<file path="src/rtl/mem_req_arbiter_pkg.sv">
// Shared types and constants for the memory request arbiter.
package mem_req_arbiter_pkg;

    // Which requester currently owns the memory-controller port
    typedef enum logic [1:0] {
        OWN_NONE = 2'd0,
        OWN_IF   = 2'd1,
        OWN_LD   = 2'd2,
        OWN_ST   = 2'd3
    } owner_e;

    typedef enum logic [1:0] {
        ARB_IDLE  = 2'd0,
        ARB_BUSY  = 2'd1,
        ARB_DRAIN = 2'd2
    } arb_state_e;

    // addr[17:16] value that selects the I/O region
    localparam logic [1:0] IO_HI_DEF = 2'b11;

    localparam logic [2:0] LS_WORD   = 3'b111;
    localparam logic       MEM_READ  = 1'b0;
    localparam logic       MEM_WRITE = 1'b1;

    // Round-robin pointer encoding: the requester checked first
    localparam logic [1:0] PTR_IF = 2'd0;
    localparam logic [1:0] PTR_LD = 2'd1;
    localparam logic [1:0] PTR_ST = 2'd2;

    // Pointer value that starts the next search just past the winner
    function automatic logic [1:0] ptr_after(input logic [2:0] grant);
        if (grant[0])      return PTR_LD;
        else if (grant[1]) return PTR_ST;
        else               return PTR_IF;
    endfunction

endpackage

</file>
<file path="src/rtl/mem_req_arbiter_rr_pick3.sv">
// Combinational 3-way round-robin picker (bit0=IF, bit1=LD, bit2=ST).
module mem_req_arbiter_rr_pick3
    import mem_req_arbiter_pkg::*;
(
    input  logic [2:0] eligible_i,
    input  logic [1:0] ptr_i,
    input  logic       force_if_i,
    output logic [2:0] grant_o
);

    // Search from ptr_i in IF->LD->ST order unless the starvation guard forces IF
    always_comb begin
        grant_o = 3'b000;
        if (force_if_i && eligible_i[0]) begin
            grant_o = 3'b001;
        end else begin
            case (ptr_i)
                PTR_LD: begin
                    if (eligible_i[1])      grant_o = 3'b010;
                    else if (eligible_i[2]) grant_o = 3'b100;
                    else if (eligible_i[0]) grant_o = 3'b001;
                end
                PTR_ST: begin
                    if (eligible_i[2])      grant_o = 3'b100;
                    else if (eligible_i[0]) grant_o = 3'b001;
                    else if (eligible_i[1]) grant_o = 3'b010;
                end
                default: begin
                    if (eligible_i[0])      grant_o = 3'b001;
                    else if (eligible_i[1]) grant_o = 3'b010;
                    else if (eligible_i[2]) grant_o = 3'b100;
                end
            endcase
        end
    end

endmodule

</file>
<file path="src/rtl/mem_req_arbiter.sv">
// Shares the memory-controller request port among IF fetch, load and store.
module mem_req_arbiter
    import mem_req_arbiter_pkg::*;
#(
    parameter int         ADDR_W       = 32,
    parameter int         DATA_W       = 32,
    parameter int         STARVE_LIMIT = 8,
    parameter logic [1:0] IO_HI        = IO_HI_DEF
) (
    input  logic              clk,
    input  logic              rst_n,
    input  logic              rdy,
    input  logic              clr,
    input  logic              io_buffer_full,
    input  logic              if_req,
    input  logic [ADDR_W-1:0] if_addr,
    output logic              if_done,
    output logic [DATA_W-1:0] if_rdata,
    input  logic              ld_req,
    input  logic [ADDR_W-1:0] ld_addr,
    input  logic [2:0]        ld_type,
    output logic              ld_done,
    output logic [DATA_W-1:0] ld_rdata,
    input  logic              st_req,
    input  logic [ADDR_W-1:0] st_addr,
    input  logic [2:0]        st_type,
    input  logic [DATA_W-1:0] st_data,
    output logic              st_done,
    output logic              mc_enable,
    output logic              mc_wr,
    output logic [ADDR_W-1:0] mc_addr,
    output logic [2:0]        mc_ls_type,
    output logic [DATA_W-1:0] mc_st_val,
    input  logic              mc_done,
    input  logic [DATA_W-1:0] mc_rdata
);

    localparam int                CNT_W      = $clog2(STARVE_LIMIT + 1);
    localparam logic [CNT_W-1:0]  STARVE_MAX = CNT_W'(STARVE_LIMIT);

    arb_state_e        state_q,      state_d;
    owner_e            owner_q,      owner_d;
    logic [1:0]        rr_ptr_q,     rr_ptr_d;
    logic [CNT_W-1:0]  starve_q,     starve_d;
    logic              mc_enable_q,  mc_enable_d;
    logic              mc_wr_q,      mc_wr_d;
    logic [ADDR_W-1:0] mc_addr_q,    mc_addr_d;
    logic [2:0]        mc_ls_type_q, mc_ls_type_d;
    logic [DATA_W-1:0] mc_st_val_q,  mc_st_val_d;
    logic              if_done_q,    if_done_d;
    logic              ld_done_q,    ld_done_d;
    logic              st_done_q,    st_done_d;
    logic [DATA_W-1:0] if_rdata_q,   if_rdata_d;
    logic [DATA_W-1:0] ld_rdata_q,   ld_rdata_d;

    logic              st_io_blocked;
    logic [2:0]        eligible;
    logic              force_if;
    logic [2:0]        grant;

    // Speculative IF/LD requests are masked by flush; I/O stores wait for UART space
    assign st_io_blocked = io_buffer_full && (st_addr[17:16] == IO_HI);
    assign eligible      = {st_req && !st_io_blocked, ld_req && !clr, if_req && !clr};
    assign force_if      = (starve_q >= STARVE_MAX);

    mem_req_arbiter_rr_pick3 u_pick (
        .eligible_i (eligible),
        .ptr_i      (rr_ptr_q),
        .force_if_i (force_if),
        .grant_o    (grant)
    );

    // Next-state logic: grant in IDLE, complete or abort in BUSY, swallow completion in DRAIN
    always_comb begin
        state_d      = state_q;
        owner_d      = owner_q;
        rr_ptr_d     = rr_ptr_q;
        starve_d     = starve_q;
        mc_enable_d  = mc_enable_q;
        mc_wr_d      = mc_wr_q;
        mc_addr_d    = mc_addr_q;
        mc_ls_type_d = mc_ls_type_q;
        mc_st_val_d  = mc_st_val_q;
        if_done_d    = 1'b0;
        ld_done_d    = 1'b0;
        st_done_d    = 1'b0;
        if_rdata_d   = '0;
        ld_rdata_d   = '0;
        case (state_q)
            ARB_IDLE: begin
                if (|grant) begin
                    state_d     = ARB_BUSY;
                    mc_enable_d = 1'b1;
                    rr_ptr_d    = ptr_after(grant);
                    if (grant[0]) begin
                        owner_d      = OWN_IF;
                        starve_d     = '0;
                        mc_wr_d      = MEM_READ;
                        mc_addr_d    = if_addr;
                        mc_ls_type_d = LS_WORD;
                        mc_st_val_d  = '0;
                    end else begin
                        if (eligible[0] && (starve_q != STARVE_MAX))
                            starve_d = starve_q + 1'b1;
                        if (grant[1]) begin
                            owner_d      = OWN_LD;
                            mc_wr_d      = MEM_READ;
                            mc_addr_d    = ld_addr;
                            mc_ls_type_d = ld_type;
                            mc_st_val_d  = '0;
                        end else begin
                            owner_d      = OWN_ST;
                            mc_wr_d      = MEM_WRITE;
                            mc_addr_d    = st_addr;
                            mc_ls_type_d = st_type;
                            mc_st_val_d  = st_data;
                        end
                    end
                end
            end
            ARB_BUSY: begin
                if (mc_done) begin
                    // No re-grant this cycle: the controller gets a gap between accesses
                    state_d     = ARB_IDLE;
                    owner_d     = OWN_NONE;
                    mc_enable_d = 1'b0;
                    // A flush coinciding with completion still drops speculative results
                    if (!(clr && (owner_q != OWN_ST))) begin
                        case (owner_q)
                            OWN_IF: begin
                                if_done_d  = 1'b1;
                                if_rdata_d = mc_rdata;
                            end
                            OWN_LD: begin
                                ld_done_d  = 1'b1;
                                ld_rdata_d = mc_rdata;
                            end
                            OWN_ST:  st_done_d = 1'b1;
                            default: ;
                        endcase
                    end
                end else if (clr && ((owner_q == OWN_IF) || (owner_q == OWN_LD))) begin
                    state_d = ARB_DRAIN;
                end
            end
            ARB_DRAIN: begin
                if (mc_done) begin
                    state_d     = ARB_IDLE;
                    owner_d     = OWN_NONE;
                    mc_enable_d = 1'b0;
                end
            end
            default: state_d = ARB_IDLE;
        endcase
    end

    // State and output registers; rdy=0 freezes everything
    always_ff @(posedge clk or negedge rst_n) begin
        if (!rst_n) begin
            state_q      <= ARB_IDLE;
            owner_q      <= OWN_NONE;
            rr_ptr_q     <= PTR_IF;
            starve_q     <= '0;
            mc_enable_q  <= 1'b0;
            mc_wr_q      <= 1'b0;
            mc_addr_q    <= '0;
            mc_ls_type_q <= '0;
            mc_st_val_q  <= '0;
            if_done_q    <= 1'b0;
            ld_done_q    <= 1'b0;
            st_done_q    <= 1'b0;
            if_rdata_q   <= '0;
            ld_rdata_q   <= '0;
        end else if (rdy) begin
            state_q      <= state_d;
            owner_q      <= owner_d;
            rr_ptr_q     <= rr_ptr_d;
            starve_q     <= starve_d;
            mc_enable_q  <= mc_enable_d;
            mc_wr_q      <= mc_wr_d;
            mc_addr_q    <= mc_addr_d;
            mc_ls_type_q <= mc_ls_type_d;
            mc_st_val_q  <= mc_st_val_d;
            if_done_q    <= if_done_d;
            ld_done_q    <= ld_done_d;
            st_done_q    <= st_done_d;
            if_rdata_q   <= if_rdata_d;
            ld_rdata_q   <= ld_rdata_d;
        end
    end

    // A completion with no access outstanding is a controller protocol error
    always_ff @(posedge clk) begin
        if (rst_n && rdy && mc_done)
            assert (state_q != ARB_IDLE);
    end

    assign mc_enable  = mc_enable_q;
    assign mc_wr      = mc_wr_q;
    assign mc_addr    = mc_addr_q;
    assign mc_ls_type = mc_ls_type_q;
    assign mc_st_val  = mc_st_val_q;
    assign if_done    = if_done_q;
    assign if_rdata   = if_rdata_q;
    assign ld_done    = ld_done_q;
    assign ld_rdata   = ld_rdata_q;
    assign st_done    = st_done_q;

endmodule

</file>
<file path="config.mk">
export PLATFORM = sky130hd
export DESIGN_NAME = mem_req_arbiter
export DESIGN_NICKNAME = d
export VERILOG_FILES = /design/src/rtl/mem_req_arbiter_pkg.sv /design/src/rtl/mem_req_arbiter_rr_pick3.sv /design/src/rtl/mem_req_arbiter.sv
export SDC_FILE = /design/constraint.sdc
export NUM_CORES = 1
export LEC_CHECK = 0
export CAP_MARGIN = 20
export CORE_ASPECT_RATIO = 1.1
export CORE_MARGIN = 1
export CORE_UTILIZATION = 40
export CTS_CLUSTER_DIAMETER = 80
export DETAILED_ROUTE_END_ITERATION = 7
export HOLD_SLACK_MARGIN = 0.15
export MAX_ROUTING_LAYER = met4
export PLACE_DENSITY_LB_ADDON = 0.12
export SYNTH_ARGS = -nofsm -noshare
export SYNTH_HDL_FRONTEND = slang
export SYNTH_SLANG_ARGS = --single-unit
</file>
<file path="constraint.sdc">
create_clock -name clk -period 2.88 [get_ports clk]
set_input_delay 0.576 -clock clk [delete_from_list [all_inputs] [get_ports clk]]
set_output_delay 0.576 -clock clk [all_outputs]
set_load 0.01 [all_outputs]
</file>
==> results.sh, run 1 <==
export IMPL_result_of_the_run="finished clean"
export IMPL_cpMaxStageDelayCell="dfrtp_1"
export IMPL_post_cts_resized=0
export IMPL_clock_sink_count=146
export IMPL_portBuffers=310
export IMPL_detail_route_first_pass_iterations=5
export IMPL_synth_area_leader_cell="dfrtp_1"
export IMPL_fin_skew_ps=8.354
export IMPL_rr_startpoint="rr_ptr_q[0]"
export IMPL_max_slew_margin_rel_pct=60.84
export IMPL_pwr_density_cell_nw_per_um2=824.3
export IMPL_floorplan_initialDensity_pct=41.47
export IMPL_yosysUniqueCellTypes=44
export IMPL_wire_length_of_the_first_global_routing_pass_mm=30.87
export IMPL_synth_flop_cell="dfrtp_1"
export IMPL_cp_startpoint="rr_ptr_q[0]"
export IMPL_net_switching_power_mw=2.549
export IMPL_total_power_mw=8.288
export IMPL_finalCoreUtilization_pct=68.78
export IMPL_detailedRoute_firstIterationViolations=338
export IMPL_transition_time_at_the_pin_with_the_least_slew_margin_ps=587.4
export IMPL_dp_hpwl_mm=14.22
export IMPL_p_seq_share_pct=34.4
export IMPL_synthesis_yosys_warnings=0
export IMPL_ctsLongestPathBuffers=2
export IMPL_die_width_um=119.4
export IMPL_grt_start_max_net_pins=63
export IMPL_final_min_period_over_clock_period_pct=86.59
export IMPL_grtUsageTotal_pct=26.30
export IMPL_fin_nets=980
export IMPL_synth_edff_count=0
export IMPL_drtAntennaViolNets=0
export IMPL_crit_path_cell_trace="inv_1 > ha_1 > or2_1 > or3_1 > and3_4 > nor4_4 > buf_4 > a22oi_1 > o21ai_1"
export IMPL_power_leakage_nw=4.302
export IMPL_finish_cell_count_without_fillers=998
export IMPL_layout_commonest_cell="clkdlybuf4s50_1"
export IMPL_area_fraction_of_the_dominant_cell_type_after_synthesis_pct=60.27
export IMPL_critical_path_maximum_fanout=17
export IMPL_tns_ps=0
export IMPL_post_route_cells_drive_above_1_share_pct=6.948
export IMPL_synth_avg_cell_area_sq_um=12.45
export IMPL_pwr_share_comb_pct=36.8
export IMPL_slew_violations=0
export IMPL_antenna_found_initial=0
export IMPL_nFillCells=1114
export IMPL_worstSetupEndpointType="flip-flop"
export IMPL_post_place_cells=966
export IMPL_ir_worst_vdd_mv=0.4382
export IMPL_crit_required_ps=3220
export IMPL_synth_seq_area_share_pct=60.27
export IMPL_synth_seq_cells=146
export IMPL_crit_path_end="mc_addr[16]"
export IMPL_grt_pass1_vias=5746
export IMPL_clk_latency_ps=420
export IMPL_antenna_cells_inserted=0
export IMPL_crit_path_start_kind="flip-flop"
export IMPL_total_die_area_sq_um=15650
export IMPL_critical_path_max_stage_delay_ps=360
export IMPL_timing_hold_worst_class="reg -> reg"
export IMPL_synth_fp_nets=673
export IMPL_synth_async_reset_ratio_pct=100.0
export IMPL_drv_max_cap_violation_count=0
export IMPL_remaining_routing_drc_violations=0
export IMPL_synth_top_cells_by_area="dfrtp_1 60%, a22o_1 14%, a22oi_1 7.9%, ha_1 2.3%, o21ai_1 2.2%"
export IMPL_multi_input_area_sq_um=2181
export IMPL_critPathArrivalTime_ps=2840
export IMPL_switching_share_pct=30.76
export IMPL_cts_root_buffer_cell="clkbuf_16"
export IMPL_h_tree_depth=4
export IMPL_worst_r2r_path_depth=9
export IMPL_final_hold_violations=0
export IMPL_postCtsSetupRepairBufs=0
export IMPL_timing_worst_setup_path_type="reg -> reg"
export IMPL_post_synth_inst_count=487
export IMPL_layout_cells_most_common_list="309 x clkdlybuf4s50_1, 146 x dfrtp_1, 97 x a22o_1"
export IMPL_synth_cell_area_sq_um=6062
export IMPL_core_area_sq_um=14620
export IMPL_achievable_frequency_mhz=401.0
export IMPL_gp_routability_congestion=0.8636
export IMPL_storage_cell_area_sq_um=3654
export IMPL_finalSetupViolations=0
export IMPL_rsz_0062_raised_after_global_routing="false"
export IMPL_period_minus_slack_ps=2494
export IMPL_cts_hold_buf=1
export IMPL_rows=46
export IMPL_crit_reg2reg_capture="mc_addr[16]"
export IMPL_die_span_y_um=131.1
export IMPL_setup_slack_on_the_worst_flop_to_flop_path_ps=390
export IMPL_total_wirelength_mm=19.46
export IMPL_global_route_overflow_total=0
export IMPL_ioPinCount=311
export IMPL_cell_internal_pwr_mw=5.738
export IMPL_layout_area_overhead_vs_synth_pct=65.86
export IMPL_number_of_buffers_created_by_cts=17
export IMPL_vias_per_cell=5.509
export IMPL_cts_tree="done"
export IMPL_num_vias=5498
export IMPL_worst_setup_hold_path_clk_slew_ps=60
export IMPL_drt_wirelength_per_cell_um=19.50
export IMPL_power_frac_clock_pct=28.8
metrics by stage:
step / hold WS [ps] / instance area, sq um / setup WS (ps)
floorplan: 280.4 / 6062 / 615.8
global placement: 461.4 / 9398 / 162.9
detailed placement: 465.6 / 9398 / 94.34
CTS: 477.7 / 10050 / 390.6
global route: 485.5 / 10050 / 215.8
finish: 472.5 / 10050 / 386.1
flip-flops by register name, indices dropped and copies added, names as in the netlist:
name        cells
owner_q         2
mc_ls_type      3
ld_done         1
mc_st_val      32
mc_enable       1
mc_addr        32
state_q         2
rr_ptr_q        2
st_done         1
ld_rdata       32
starve_q        4
mc_wr           1
if_rdata       32
if_done         1
layout make-up:
class	instances	area share [%]
Multi-Input combinational cell	289	21.69
Tap cell	192	2.389
Clock inverter	8	1.481
Timing Repair Buffer	327	32.67
Clock buffer	23	4.953
Sequential cell	146	36.34
Inverter	13	0.4853
worst max-delay path: cells and delay by family, from the launching register on:
| family | cells | cell delay, ps |
|---|---|---|
| buffers and inverters | 2 | 350 |
| flip-flops | 1 | 360 |
| AO/OA/AOI/OAI | 2 | 200 |
| AND/OR/NAND/NOR | 4 | 1180 |
| adder cells (fa/ha/maj) | 1 | 320 |
how the worst min path moves through the flow:
stage,from,end,slack (ps),depth (start not counted)
2_1_floorplan,rst_n,if_done,280,0
3_3_place_gp,mc_wr,mc_wr,460,1
6_report,mc_wr,mc_wr,470,1
4_1_cts,mc_wr,mc_wr,480,1
5_1_grt,mc_wr,mc_wr,490,1
3_5_place_dp,mc_wr,mc_wr,470,1
cells in the mapped netlist (all sizes together) (2+ instances only):
library cell,count
a21o,3
a21oi,9
a22o,97
a22oi,64
a31oi,3
and2,4
and3,3
buf,19
clkbuf,20
dfrtp,146
ha,11
inv,13
mux2i,5
nand2,12
nand2b,5
nand3,2
nor2,5
nor2b,4
o21ai,43
o2bb2ai,2
or2,3
or3,2
cells by family (layout without fill, tap and decap cells):
logic type / after synthesis / in the layout / synth area share, %
adder cells (fa/ha/maj): 11 / 11 / 2.270
multiplexers: 5 / 5 / 0.8256
buffers and inverters: 52 / 371 / 4.025
flip-flops: 146 / 146 / 60.27
AO/OA/AOI/OAI: 228 / 228 / 28.38
AND/OR/NAND/NOR: 45 / 45 / 4.231
power by group through the flow:
stage / registers, mW / clock network [mW] / logic, mW
global placement: 2.85 / 0 / 2.95
global route: 2.91 / 2.52 / 3.29
CTS: 2.84 / 2.43 / 3.06
floorplan: 3.03 / 0 / 1.28
detailed placement: 2.86 / 0 / 3.05
finish: 2.85 / 2.39 / 3.05
routing by layer:
metal  share of wire (%)  GRT usage [%]  wire length (um)  up-vias
li1                    -              -                 -     2477
met1                  39          30.10              7632     2741
met2                  52          44.61             10090      244
met3                 6.3          6.424              1221       36
met4                 2.7          9.514               517        0
met5                   0              -                 0        -
No activity file was read; power rests on OpenSTA's default activity.
==> run 2: changes to the inputs <==
--- a/config.mk
+++ b/config.mk
@@ -8,7 +8,7 @@
 export CAP_MARGIN = 20
 export CORE_ASPECT_RATIO = 1.1
 export CORE_MARGIN = 1
-export CORE_UTILIZATION = 40
+export CORE_UTILIZATION = 41
 export CTS_CLUSTER_DIAMETER = 80
 export DETAILED_ROUTE_END_ITERATION = 7
 export HOLD_SLACK_MARGIN = 0.15
@@ -16,4 +16,5 @@
 export PLACE_DENSITY_LB_ADDON = 0.12
 export SYNTH_ARGS = -nofsm -noshare
 export SYNTH_HDL_FRONTEND = slang
+export SYNTH_HIERARCHICAL = 1
 export SYNTH_SLANG_ARGS = --single-unit
==> run 2 against run 1 <==
  * Count of clock-buffer cells in the layout decreased by 3
  * Critical path depth unchanged
  * Sequential power increased by 3%
  * Synthesized cell count increased by 6.0%
  * Core utilization increased by 0.37 points
  * Wire length decreased by 6.7%
  * Power increased by 0.34%
  * Hold slack improved by 3.7 ps
  * First-iteration DRC count decreased by 38%
  * Sequential share of layout area decreased by 1.4 points
  * Largest cell class unchanged
==> results.sh, run 2 <==
export IMPL_result_of_the_run="finished clean"
export IMPL_p_seq_share_pct=35.3
export IMPL_cp_startpoint="st_req"
export IMPL_rows=47
export IMPL_h_tree_depth=4
export IMPL_fin_nets=1014
export IMPL_vias_per_cell=5.311
export IMPL_max_slew_margin_rel_pct=29.62
export IMPL_synth_edff_count=0
export IMPL_portBuffers=310
export IMPL_worstSetupEndpointType="flip-flop"
export IMPL_yosysUniqueCellTypes=44
export IMPL_final_setup_worst_slack_ps=228.1
export IMPL_num_vias=5507
export IMPL_pwr_density_cell_nw_per_um2=795.8
export IMPL_grtUsageTotal_pct=23.70
export IMPL_drt_wirelength_per_cell_um=17.50
export IMPL_stdcell_area_sq_um=10450
export IMPL_post_synth_inst_count=516
export IMPL_finalCoreUtilization_pct=69.14
export IMPL_crit_required_ps=3220
export IMPL_power_frac_clock_pct=28.9
export IMPL_grt_pass1_vias=5735
export IMPL_power_leakage_nw=4.517
export IMPL_rsz_0062_raised_after_global_routing="false"
export IMPL_ctsLongestPathBuffers=2
export IMPL_cell_internal_pwr_mw=5.934
export IMPL_ir_worst_vdd_mv=0.5159
export IMPL_floorplan_initialDensity_pct=42.19
export IMPL_die_width_um=120.9
export IMPL_synth_seq_cells=146
export IMPL_detail_route_first_pass_iterations=4
export IMPL_fin_skew_ps=6.366
export IMPL_total_wirelength_mm=18.15
export IMPL_slew_violations=0
export IMPL_synth_top_cells_by_count="146 x dfrtp_1, 99 x a22o_1, 35 x nand2_1"
export IMPL_crit_path_start_kind="input port"
export IMPL_tns_ps=0
export IMPL_antenna_found_initial=0
export IMPL_gp_routability_congestion=0.7677
export IMPL_global_route_overflow_total=0
export IMPL_timing_worst_setup_path_type="in -> reg"
export IMPL_ioPinCount=311
export IMPL_finalSetupViolations=0
export IMPL_period_minus_slack_ps=2652
export IMPL_worst_hold_startpoint="mc_wr"
export IMPL_post_dp_cell_area_sq_um=9789
export IMPL_finish_cell_count_without_fillers=1037
export IMPL_layout_cells_most_common_list="309 x clkdlybuf4s50_1, 146 x dfrtp_1, 99 x a22o_1"
export IMPL_number_of_buffers_created_by_cts=17
export IMPL_synth_seq_area_share_pct=57.30
export IMPL_transition_time_at_the_pin_with_the_least_slew_margin_ps=1054
export IMPL_rr_startpoint="rr_ptr_q[0]"
export IMPL_synth_top_cells_by_area="dfrtp_1 57%, a22o_1 14%, mux2_2 4.8%, mux2i_1 3.9%, ha_1 2.2%"
export IMPL_pwr_share_comb_pct=35.7
export IMPL_post_place_cells=1004
export IMPL_synth_flop_cell="dfrtp_1"
export IMPL_clock_sink_count=146
export IMPL_critical_path_maximum_fanout=8
export IMPL_worst_setup_hold_path_clk_slew_ps=60
export IMPL_switching_share_pct=28.65
export IMPL_detailedPlace_worstSlack_ps=-201.1
export IMPL_synth_avg_cell_area_sq_um=12.36
export IMPL_synth_fp_nets=702
export IMPL_synth_area_leader_cell="dfrtp_1"
export IMPL_cts_tree="done"
export IMPL_yosysMostFrequentCell="dfrtp_1"
export IMPL_post_route_cells_drive_above_1_share_pct=10.94
export IMPL_critPathArrivalTime_ps=2990
export IMPL_layout_commonest_cell="clkdlybuf4s50_1"
export IMPL_wire_length_of_the_first_global_routing_pass_mm=28.58
export IMPL_synth_async_reset_ratio_pct=100.0
export IMPL_drv_max_cap_violation_count=0
export IMPL_clk_latency_ps=430
export IMPL_dp_hpwl_mm=13.33
export IMPL_synth_cell_area_sq_um=6376
export IMPL_cts_root_buffer_cell="clkbuf_16"
export IMPL_detailedRoute_firstIterationViolations=210
export IMPL_final_min_period_over_clock_period_pct=92.08
export IMPL_remaining_routing_drc_violations=0
export IMPL_total_die_area_sq_um=16050
export IMPL_achievable_frequency_mhz=377.1
export IMPL_core_area_sq_um=15110
export IMPL_grt_start_max_net_pins=91
export IMPL_timing_hold_worst_class="reg -> reg"
export IMPL_net_switching_power_mw=2.383
export IMPL_die_span_y_um=132.8
export IMPL_synthesis_yosys_warnings=6
export IMPL_antenna_cells_inserted=0
export IMPL_area_fraction_of_the_dominant_cell_type_after_synthesis_pct=57.30
export IMPL_final_hold_violations=0
export IMPL_drtAntennaViolNets=0
export IMPL_layout_area_overhead_vs_synth_pct=63.89
==> run 2: changes by cell type after synthesis, sizes merged, moves of 8 or more <==
cell	previous run	this run
mux2	0	27
nand2	12	35
a22oi	64	0
mux2i	5	25
o21ai	43	27
nand3b	1	9
a221o	0	8
==> run 2: through the flow <==
step | power (mW) | hold slack (ps)
after global routing | 8.729 | 512.2
after floorplan | 4.239 | 280.4
final | 8.316 | 476.3
after global placement | 5.839 | 386.4
after detailed placement | 5.950 | 392.7
after CTS | 8.406 | 478.7
==> run 2: path summary, 6_finish.rpt <==
path | slack, ps | end | cells past startpoint
worst max-delay path | 230 | state_q[1] | 9
worst min-delay path | 480 | mc_wr | 1
worst max register to register | 370 | state_q[1] | 6
worst min register to register | 480 | mc_wr | 1
max in group asynchronous | 1570 | starve_q[1] | 3
min in group asynchronous | 520 | ld_rdata[6] | 2
==> run 2: layout make-up <==
| cell class | instances | area, sq um |
|---|---|---|
| timing repair buffer | 337 | 3372 |
| clock inverter | 12 | 203.9 |
| fill | 1081 | 4663 |
| clock buffer | 20 | 446.7 |
| sequential | 146 | 3654 |
| tap | 196 | 245.2 |
| inverter | 12 | 45.04 |
| multi-input combinational | 314 | 2484 |
==> run 2: kinds of logic (layout without fill, tap and decap cells) <==
group	count (synthesis)	after routing	synth area share, %
AOI/OAI and AO/OA	165	165	21.08
adders and majority gates	11	11	2.159
buffers and inverters	56	381	3.866
DFF	146	146	57.30
muxes	52	52	8.693
and+or+nand+nor	86	86	6.907
==> run 2: routing by layer <==
layer | track usage (%) | wire length [um]
met3 | 4.655 | 1049
met2 | 42.03 | 9796
met1 | 25.60 | 6829
met5 | - | 0
met4 | 9.808 | 473
==> run 2: worst max-delay path, stage by stage <==
cell and delay, ps:
clkdlybuf4s50_1 450, inv_1 30, a31oi_1 160, buf_4 160, nor3b_1 50, o41a_2 530
or4b_1 570, o311ai_0 210, mux2i_1 260
==> run 2: what timing repair did <==
| item | CTS | global route |
|---|---|---|
| buffers inserted | 0 | 0 |
| resized for setup | 0 | 0 |
| endpoints found under the hold margin | 9 | 0 |
| hold buffers | 1 | 0 |
==> run 2: power by group through the flow <==
| stage | sequential (mW) | clock (mW) | combinational [mW] |
|---|---|---|---|
| 2_1_floorplan | 3.15 | 0 | 1.09 |
| 3_3_place_gp | 2.93 | 0 | 2.90 |
| 3_5_place_dp | 2.96 | 0 | 2.99 |
| 4_1_cts | 2.94 | 2.46 | 3.01 |
| 5_1_grt | 3.01 | 2.55 | 3.17 |
| 6_report | 2.94 | 2.41 | 2.97 |
